**src/rtl/anton_neopixel_registers_mc.sv**
```systemverilog
// anton_neopixel_registers_mc
// ---------------------------------------------------------------------------
// Multi-channel NeoPixel register/buffer block. Each channel owns a pixel
// byte buffer, a control register set and a hardware buffer-clear
// sequencer. All channels sit behind one shared 8-bit bus. Each channel also
// has a registered pixel read port for its stream engine.
//
// Bus address layout: [15:14] channel, [13] 0=buffer / 1=register,
// [12:0] offset. Registers per channel (offset[2:0]):
//   0 max[7:0]   1 max[12:8]   2 ctrl {3'b0,32bit,loop,run,limit,init}
//   3 status {5'b0,wrErr,clearBusy,state} (bit 2 write-1 clears wrErr)
//   4 irq control {6'b0,irqEn,frameDone} when ANTON_NEOPIXEL_IRQ_EN is set
//
// Configuration macros:
//   BUFFER_END_DEFAULT     default last buffer index (99 if not defined)
//   ANTON_NEOPIXEL_IRQ_EN  adds the frame-done interrupt and output irq
//
// Ports:
//   busClk, busResetN      clock, asynchronous active-low reset
//   busAddr, busDataIn     bus address and write data
//   busWrite, busRead      one-cycle access strobes
//   busDataOut             registered read data (1 cycle after busRead)
//   pixelAddr, pixelData   per-channel engine read index / registered byte
//   stream_sync_of         per-channel end-of-frame pulse
//   syncStart              per-channel start request
//   state                  per-channel engine state bit for status readback
//   reg_max, reg_ctrl_*    per-channel register outputs to the engines
//   clearBusy              per-channel clear sequencer active
//   irq                    (ANTON_NEOPIXEL_IRQ_EN only) frame-done interrupt
// ---------------------------------------------------------------------------

`ifndef BUFFER_END_DEFAULT
`define BUFFER_END_DEFAULT 99
`endif

module anton_neopixel_registers_mc #(
  parameter int CHANNELS   = 2,
  parameter int BUFFER_END = `BUFFER_END_DEFAULT,
  parameter int CH_BITS    = 2
) (
  input  logic                                          busClk,
  input  logic                                          busResetN,
  input  logic [15:0]                                   busAddr,
  input  logic [7:0]                                    busDataIn,
  input  logic                                          busWrite,
  input  logic                                          busRead,
  output logic [7:0]                                    busDataOut,
  input  logic [CHANNELS*$clog2(BUFFER_END+1)-1:0]      pixelAddr,
  output logic [CHANNELS*8-1:0]                         pixelData,
  input  logic [CHANNELS-1:0]                           stream_sync_of,
  input  logic [CHANNELS-1:0]                           syncStart,
  input  logic [CHANNELS-1:0]                           state,
  output logic [CHANNELS*13-1:0]                        reg_max,
  output logic [CHANNELS-1:0]                           reg_ctrl_limit,
  output logic [CHANNELS-1:0]                           reg_ctrl_run,
  output logic [CHANNELS-1:0]                           reg_ctrl_loop,
  output logic [CHANNELS-1:0]                           reg_ctrl_32bit,
  output logic [CHANNELS-1:0]                           clearBusy
`ifdef ANTON_NEOPIXEL_IRQ_EN
  ,
  output logic                                          irq
`endif
);

  localparam int BUFFER_BITS = $clog2(BUFFER_END + 1);
  localparam logic [12:0] BUF_END_OFS = 13'(BUFFER_END);
  localparam logic [BUFFER_BITS-1:0] BUF_END_IDX = BUFFER_BITS'(BUFFER_END);

  localparam logic [1:0] ST_IDLE  = 2'd0;
  localparam logic [1:0] ST_CLEAR = 2'd1;
  localparam logic [1:0] ST_DONE  = 2'd2;

  logic [CH_BITS-1:0] sel_ch;
  logic               sel_reg;
  logic [12:0]        offset;
  logic               ofs_in_range;

  assign sel_ch       = busAddr[15:16-CH_BITS];
  assign sel_reg      = busAddr[13];
  assign offset       = busAddr[12:0];
  assign ofs_in_range = (offset <= BUF_END_OFS);

  // Per-channel read data, muxed onto the shared bus below.
  logic [CHANNELS-1:0][7:0] ch_rd;

`ifdef ANTON_NEOPIXEL_IRQ_EN
  logic [CHANNELS-1:0] irq_req;
`endif

  for (genvar g = 0; g < CHANNELS; g++) begin : g_ch
    logic [7:0]             mem [BUFFER_END+1];
    logic [1:0]             clr_state;
    logic [BUFFER_BITS-1:0] clr_cnt;
    logic [12:0]            max_q;
    logic                   limit_q, run_q, loop_q, b32_q, wr_err_q;
    logic [7:0]             pix_q;
    logic [7:0]             rd_data;
    logic [BUFFER_BITS-1:0] pix_idx;
    logic                   hit, busy, buf_wr, reg_wr, ctrl_wr, ctrl_accept;

    assign hit     = (sel_ch == CH_BITS'(g));
    assign busy    = (clr_state != ST_IDLE);
    assign buf_wr  = busWrite && hit && !sel_reg;
    assign reg_wr  = busWrite && hit && sel_reg;
    assign ctrl_wr = reg_wr && (offset[2:0] == 3'd2);
    // A ctrl write with init=0 outside the clear sequence loads the ctrl
    // bits; a write with init=1 only starts the sequencer.
    assign ctrl_accept = ctrl_wr && !busy && !busDataIn[0];
    assign pix_idx = pixelAddr[g*BUFFER_BITS +: BUFFER_BITS];

    // Clear sequencer: walk the buffer zeroing one byte per cycle, then a
    // single DONE cycle restores the control registers. A second init write
    // while clearing does not restart the walk.
    always_ff @(posedge busClk or negedge busResetN) begin
      if (!busResetN) begin
        clr_state <= ST_IDLE;
        clr_cnt   <= '0;
      end else begin
        case (clr_state)
          ST_IDLE: begin
            if (ctrl_wr && busDataIn[0]) begin
              clr_state <= ST_CLEAR;
              clr_cnt   <= '0;
            end
          end
          ST_CLEAR: begin
            if (clr_cnt == BUF_END_IDX) clr_state <= ST_DONE;
            else                        clr_cnt   <= clr_cnt + 1'b1;
          end
          ST_DONE: clr_state <= ST_IDLE;
          default: clr_state <= ST_IDLE;
        endcase
      end
    end

    // Buffer storage has a single write port shared by the sequencer and the
    // bus; bus writes are locked out for the whole busy window.
    always_ff @(posedge busClk) begin
      if (clr_state == ST_CLEAR)
        mem[clr_cnt] <= '0;
      else if (buf_wr && !busy && ofs_in_range)
        mem[offset[BUFFER_BITS-1:0]] <= busDataIn;
    end

    // Engine pixel port, one cycle latency, out-of-range indices read 0.
    always_ff @(posedge busClk or negedge busResetN) begin
      if (!busResetN) pix_q <= '0;
      else            pix_q <= (pix_idx <= BUF_END_IDX) ? mem[pix_idx] : 8'h00;
    end

    // Control registers. run has its own priority chain: clear DONE, then
    // engine start, then end-of-frame (keep running only when looping), then
    // the bus.
    always_ff @(posedge busClk or negedge busResetN) begin
      if (!busResetN) begin
        max_q    <= BUF_END_OFS;
        limit_q  <= 1'b0;
        run_q    <= 1'b0;
        loop_q   <= 1'b0;
        b32_q    <= 1'b0;
        wr_err_q <= 1'b0;
      end else begin
        if (clr_state == ST_DONE)
          max_q <= BUF_END_OFS;
        else if (reg_wr && offset[2:0] == 3'd0)
          max_q[7:0] <= busDataIn;
        else if (reg_wr && offset[2:0] == 3'd1)
          max_q[12:8] <= busDataIn[4:0];

        if (clr_state == ST_DONE) begin
          limit_q <= 1'b0;
          loop_q  <= 1'b0;
          b32_q   <= 1'b0;
        end else if (ctrl_accept) begin
          limit_q <= busDataIn[1];
          loop_q  <= busDataIn[3];
          b32_q   <= busDataIn[4];
        end

        if (clr_state == ST_DONE)  run_q <= 1'b0;
        else if (syncStart[g])     run_q <= 1'b1;
        else if (stream_sync_of[g]) run_q <= loop_q;
        else if (ctrl_accept)      run_q <= busDataIn[2];

        if (buf_wr && busy)
          wr_err_q <= 1'b1;
        else if (reg_wr && offset[2:0] == 3'd3 && busDataIn[2])
          wr_err_q <= 1'b0;
      end
    end

`ifdef ANTON_NEOPIXEL_IRQ_EN
    logic irq_en_q, frame_done_q, loop_now;

    // A frame ending in the same cycle loop is written 0 counts as final.
    assign loop_now = ctrl_accept ? busDataIn[3] : loop_q;

    // frameDone: set on a non-looping end of frame, write-1-to-clear; a new
    // event wins over a simultaneous clear.
    always_ff @(posedge busClk or negedge busResetN) begin
      if (!busResetN) begin
        irq_en_q     <= 1'b0;
        frame_done_q <= 1'b0;
      end else begin
        if (reg_wr && offset[2:0] == 3'd4) irq_en_q <= busDataIn[1];
        if (stream_sync_of[g] && !loop_now)
          frame_done_q <= 1'b1;
        else if (reg_wr && offset[2:0] == 3'd4 && busDataIn[0])
          frame_done_q <= 1'b0;
      end
    end

    assign irq_req[g] = irq_en_q & frame_done_q;
`endif

    // Bus read data for this channel.
    always_comb begin
      rd_data = 8'h00;
      if (sel_reg) begin
        case (offset[2:0])
          3'd0: rd_data = max_q[7:0];
          3'd1: rd_data = {3'b000, max_q[12:8]};
          3'd2: rd_data = {3'b000, b32_q, loop_q, run_q, limit_q, busy};
          3'd3: rd_data = {5'b00000, wr_err_q, busy, state[g]};
`ifdef ANTON_NEOPIXEL_IRQ_EN
          3'd4: rd_data = {6'b000000, irq_en_q, frame_done_q};
`endif
          default: rd_data = 8'h00;
        endcase
      end else if (ofs_in_range) begin
        rd_data = mem[offset[BUFFER_BITS-1:0]];
      end
    end

    assign ch_rd[g]              = rd_data;
    assign pixelData[g*8 +: 8]   = pix_q;
    assign reg_max[g*13 +: 13]   = max_q;
    assign reg_ctrl_limit[g]     = limit_q;
    assign reg_ctrl_run[g]       = run_q;
    assign reg_ctrl_loop[g]      = loop_q;
    assign reg_ctrl_32bit[g]     = b32_q;
    assign clearBusy[g]          = busy;
  end

  // Channel select for reads; unpopulated channel indices read 0.
  logic [7:0] rd_mux;
  always_comb begin
    rd_mux = 8'h00;
    for (int i = 0; i < CHANNELS; i++)
      if (sel_ch == CH_BITS'(i)) rd_mux = ch_rd[i];
  end

  // Read data is captured on the read strobe and held otherwise, so a
  // same-cycle write to the read address returns the old contents.
  always_ff @(posedge busClk or negedge busResetN) begin
    if (!busResetN)   busDataOut <= 8'h00;
    else if (busRead) busDataOut <= rd_mux;
  end

`ifdef ANTON_NEOPIXEL_IRQ_EN
  // Registered interrupt output.
  always_ff @(posedge busClk or negedge busResetN) begin
    if (!busResetN) irq <= 1'b0;
    else            irq <= |irq_req;
  end
`endif

endmodule

```
**config.mk**
```make
export PLATFORM = sky130hd
export DESIGN_NAME = anton_neopixel_registers_mc
export DESIGN_NICKNAME = d
export VERILOG_FILES = /design/src/rtl/anton_neopixel_registers_mc.sv
export SDC_FILE = /design/constraint.sdc
export NUM_CORES = 2
export LEC_CHECK = 0
export CORE_MARGIN = 3
export CORE_UTILIZATION = 45
export DETAILED_ROUTE_END_ITERATION = 7
export GPL_TIMING_DRIVEN = 0
export PLACE_DENSITY = 0.57
export REMOVE_ABC_BUFFERS = 1
export SYNTH_ARGS = -nofsm -noshare
export SYNTH_HDL_FRONTEND = slang
export SYNTH_SLANG_ARGS = --single-unit
export TNS_END_PERCENT = 10
```
**constraint.sdc**
```tcl
create_clock -name busClk -period 5.9 [get_ports busClk]
set_input_delay 0.885 -clock busClk [delete_from_list [all_inputs] [get_ports busClk]]
set_output_delay 0.885 -clock busClk [all_outputs]
set_load 0.005 [all_outputs]
```
Word-level counts from Yosys, hierarchy flattened
Memories as Yosys holds them, arrays and structs flattened. Index checks and enable logic that the tools add are counted.

Flip-flop bits (word level): 78. Memories: 2. Logic and storage cells: 174. RAM bits: 1600.

Memories: g_ch[0].mem (words 100, width 8, rd ports 2, clocked after memory_dff 0, wr ports 1, RTL line 91) `logic [7:0] mem [BUFFER_END+1];`; g_ch[1].mem (words 100, width 8, rd ports 2, clocked after memory_dff 0, wr ports 1, RTL line 91).

Reduce and logical (&&, ||, !) cells: 58. Order comparisons: 3. Add/sub/neg operators: 2. Equal/unequal tests: 18. Mux-type cells: 70.

Operator list (number): two-way mux 8 bit (12); one-hot mux 8 bit (4 select lines) (2); two-way mux 7 bit (6); two-way mux 1 bit (36); logical AND 1 bit (28); one-hot mux 7 bit (2 select lines) (2); two-way mux 13 bit (2); nonzero test 2 bit (12); two-way mux 5 bit (4); != test 2 bit (second input constant) (8); OR reduction 8 bit (2); adder 7 x 1 -> 7 bit (second input constant) (2); == test 7 bit (second input constant) (2); <= comparator 7 bit (second input constant) (2); <= comparator 13 x 7 -> 1 bit (second input constant) (1); two-way mux 2 bit (4); one-hot mux 2 bit (2 select lines) (2); AND reduction 2 bit (4); nonzero test 4 bit (2); == test 2 x 1 -> 1 bit (second input constant) (3); == test 3 x 2 -> 1 bit (second input constant) (2); zero test 2 bit (3); AND reduction 3 bit (2); == test 2 bit (second input constant) (2); other kinds (3) (6).

Logic depth before layout (Yosys ltp)
Depth in word-level cells: 10. Mapped depth: 15. Depth with buffers taken out: 7.

Worst setup path before layout
OpenSTA, ideal clock, no wires.

Path kind: input port to flip-flop. Start: in busAddr[14]. End: mem g_ch[1].mem[0][0] (data pin). Data arrival time: 4.559 ns. Path slack: 0.674 ns. Stages: 7. Buffers on the path: 3. Cells stage by stage: clkbuf_1 nor2b_1 nand2_1 or3_1 clkbuf_1 clkbuf_1 nor2_1.

Cells in the longest elaborated chain, start to end: 10.

Ends and longest elaborated chain: start: declaration (RTL line 43) `input logic [15:0] busAddr,`; == test 2 x 1 -> 1 bit (RTL line 101) `assign hit = (sel_ch == CH_BITS'(g));`; logical AND 1 bit (2 in series) (RTL line 103) `assign buf_wr = busWrite && hit && !sel_reg;`; logical AND 1 bit (2 in series) (RTL line 141) `else if (buf_wr && !busy && ofs_in_range)`; two-way mux 1 bit (RTL line 141); two-way mux 1 bit (RTL line 139) `if (clr_state == ST_CLEAR)`; two-way mux 1 bit (implied by the code) (RTL line 142) `mem[offset[BUFFER_BITS-1:0]] <= busDataIn;`; OR reduction 8 bit (no source line); two-way mux 8 bit (no source line); end: declaration (RTL line 91).

No other way between the ends.

Worst setup path after layout
Start: in busAddr[14]. End: mem g_ch[0].mem[79][1] (enable).

Cells in the longest elaborated chain, start to end: 10.

Ends and longest elaborated chain (RTL line): zero test 2 bit (*) (101); logical AND 1 bit (*) (2 in series) (103); logical AND 1 bit (*) (2 in series) (141); two-way mux 1 bit (*) (141); two-way mux 1 bit (*) (139); two-way mux 1 bit (implied by the code) (*) (142); OR reduction 8 bit (no source line); two-way mux 7 bit (no source line) or two-way mux 1 bit (tied branches); end: declaration (91).

Every way passes the cells marked *; elsewhere a longest branch is shown, timed or not.

==> results.md <==
* Final worst setup slack at 0.5054 ns
* Placed Area at around 0.083 sq mm
* Fraction of layout cells with a size suffix above 1 at between 30% and 40%
* Fin crit share at 91.43%
* CP Cell Sequence: clkdlybuf4s50_1 > nor2_1 > nand2_1 > nor3_4 > buf_8 > nand2_1 > o21ai_0 > nand2_1 > nor2_1
* Synth top area cells: edfxtp_1 61%, mux4_2 27%, dfrtp_1 2.2%, nor2_1 1.4%, mux2i_1 1.1%
* Arr. time, crit path at 5.82 ns
* Worst clock skew at 0.02500 ns
* Routed len/inst at 37.96 um
* Most used cell, CP: nand2_1
* Iteration-0 DRC Markers at 5596
* First-pass GRT wire length at 346500 um
* RSZ-0062 raised after global routing: no
* Crit-path max FO at 33
* WS Path Type: in -> reg
* Syn_area_per_cell at 19.73 sq um
* Clock Tree Buf Depth at 3
* Root buf cell: clkbuf_16
* Fmax at 185.4 MHz
* Flops & latches, synth at 1678
* Detail Placement HPWL at 157100 um
* Initial antenna violation count at 18
* Worst-path clk slew at approximately 0.06 ns
* Total clock sinks at 1678
* Top-count cell post-synth: edfxtp_1
* Final hold vios at 0
* Post-synth EDFFs at 1600
* Run status: finished, final reports clean
* Die area at ~0.18 sq mm
* Max-cap check violation count at 0
* Final RePlAce weighted congestion at 0.9404
* Die extent in y at 425.1 um
* Final setup viols at 0
* I/O Buffers at between 100 and 150
* H-tree level count at 4
* Die Wd at approximately 430 um
* DR vias/cell at 6.710
* Total gr overflow at 0
* Setup WS pre-CTS at -1.280 ns
* Pins over their slew limit at 0
* Area leader, netlist: edfxtp_1
* Core ar. at 0.1742 sq mm
* Sequential area share after synthesis at 63.28%
* CP max stage delay at 1.15 ns
* Pwr dens at 302.9 mW/mm^2
* Cell Count Post-Placement at around 6200
* Most frequent cells after synthesis: 1600 x edfxtp_1, 953 x mux4_2, 287 x nor2_1, 155 x clkbuf_1, 153 x nand2_1
* Slew @ Worst Pin at 1.458 ns
* Ys async rst share at 4.648%
* GRT Util Overall at roughly 28%
* Core Rows at between 150 and 200
* Share of the synthesized area in the top cell type at 60.80%
* Worst-Skew Late Latency at 0.82 ns
* Post-synthesis cell area at 0.07902 sq mm
* Crit. End Element: flop
* Final ANT Viol Nets at 0
* CTS Buf Count at 176
* Slowest cell on the critical path: nor2_1
* Synth warn at 0
* Max_slew headroom at under 10%
* NumNets Final at 4092
* Largest net degree at the start of global routing at 94
* Synth Instances at 4005
* Via count at 43690
* Peak VDD IR at 228.5 uV
* Final WL at roughly 250000 um
* Hold crit path type: in -> async
* Synth cell types at 72
* Post-route cell area at around 0.09 sq mm
* Top FF cell, synth: edfxtp_1
* Vias in the first global route at 44020
* Leak at 0.02919 uW
* Total Power at roughly 27000 uW
* WP data required at 6.32 ns
* Layout area overhead at 12.28%
* Fillers at 13870
* IO Pins at 108
* Final Non-Filler Cells at 6510
* Post-layout min period at 5.395 ns
* Initial Util at 45.36%
* Hold Buf Count CTS at 0
* Initial DRT Pass Iterations at 6
* Critical Path Start Type: input pin
* CTS tree: yes
* Drt drc at 0
## critical path: cells and delay by family
kind / cells / cell delay (ns)
compound gates: 1 / 0.19
buf+inv: 2 / 0.99
simple gates: 6 / 3.71
## worst paths after layout
| check | from | to | slack, ns | cells after the start |
|---|---|---|---|---|
| max | busAddr[14] | g_ch[0].mem[79][1] | 0.51 | 9 |
| min | busResetN | g_ch[0].pix_q[0] | 0.05 | 1 |
| max reg2reg | g_ch[0].clr_state[1] | g_ch[0].mem[79][1] | 1.48 | 7 |
| min reg2reg | g_ch[0].max_q[1] | g_ch[0].max_q[1] | 0.51 | 2 |
| max in group asynchronous | busResetN | g_ch[1].max_q[6] | 5.07 | 2 |
| min in group busClk | g_ch[0].max_q[1] | g_ch[0].max_q[1] | 0.51 | 2 |
## sequential cells by signal, indices dropped and copies added, names as in the netlist
register and count:
g_ch.clr_state 4, g_ch.mem 1600, g_ch.clr_cnt 14, g_ch.max_q 26
g_ch.wr_err_q 2, g_ch.limit_q 2, g_ch.pix_q 16, g_ch.loop_q 2
g_ch.run_q 2, busDataOut 8, g_ch.b32_q 2
## cells in the final DEF (no fill, tap or decap), drive strengths merged, types with 9 or more instances in the layout
master,count
edfxtp,1600
mux4,953
nor2,287
clkbuf,237
nand2,153
buf,93
mux2i,90
clkdlybuf4s50,90
dfrtp,70
clkinv,66
o21ai,60
nand3,39
a21oi,39
a22oi,35
a31oi,32
nor3,30
inv,27
mux2,25
nor2b,22
o22ai,20
nand2b,18
and2,18
a211oi,14
nor4,13
a221oi,11
a32oi,10
nand4,9
## timing repair
| item | in CTS | in global routing |
|---|---|---|
| hold endpoints to repair | 0 | 0 |
| resized for setup | 12 | 0 |
| setup buffers | 3 | 0 |
| setup endpoints to repair | 580 | 0 |
## layer usage
metal	share of wire, %	routed length, um	track usage [%]
met1	40	98590	38.74
met2	47	116800	42.55
met3	8.3	20480	5.338
met4	4.5	11140	11.29
met5	0.021	51	0
## stage by stage
step,setup TNS (ns),hold slack (ns),util [%]
after floorplan,0,0.4784,-
after global placement,-,0.4921,46.76
after detailed placement,-1208.83,0.5034,47.82
after CTS,0,0.01313,50.92
after global routing,0,0.05415,50.93
final,0,0.05086,50.93
## cells by family after synthesis
group / count (synthesis) / share of synthesized area (%)
DFF: 1678 / 63.28
adders and majority gates: 2 / 0.03166
buffers and inverters: 345 / 2.049
xor gates and xnor gates: 9 / 0.09976
AOI/OAI and AO/OA: 284 / 2.408
and+or+nand+nor: 619 / 3.469
muxes: 1068 / 28.66
## power by group
| part | switching (uW) | internal (uW) |
|---|---|---|
| Clock | 4630 | 5870 |
| Combinational | 1860 | 1120 |
| Sequential | 253 | 13100 |
| Total | 6750 | 20100 |
## final cells by class
class / instances / area [sq um] / area share, %
Timing Repair Buffer: 184 / 2811 / 3.169
Clock buffer: 237 / 4767 / 5.373
Multi-Input combinational cell: 1982 / 27580 / 31.08
Inverter: 20 / 78.83 / 0.08884
Antenna cell: 5 / 12.51 / 0.01410
Clock inverter: 79 / 560.5 / 0.6318
Tap cell: 2325 / 2909 / 3.279
Sequential cell: 1678 / 50010 / 56.36
Note: power is estimated with default switching activity, not from simulation.
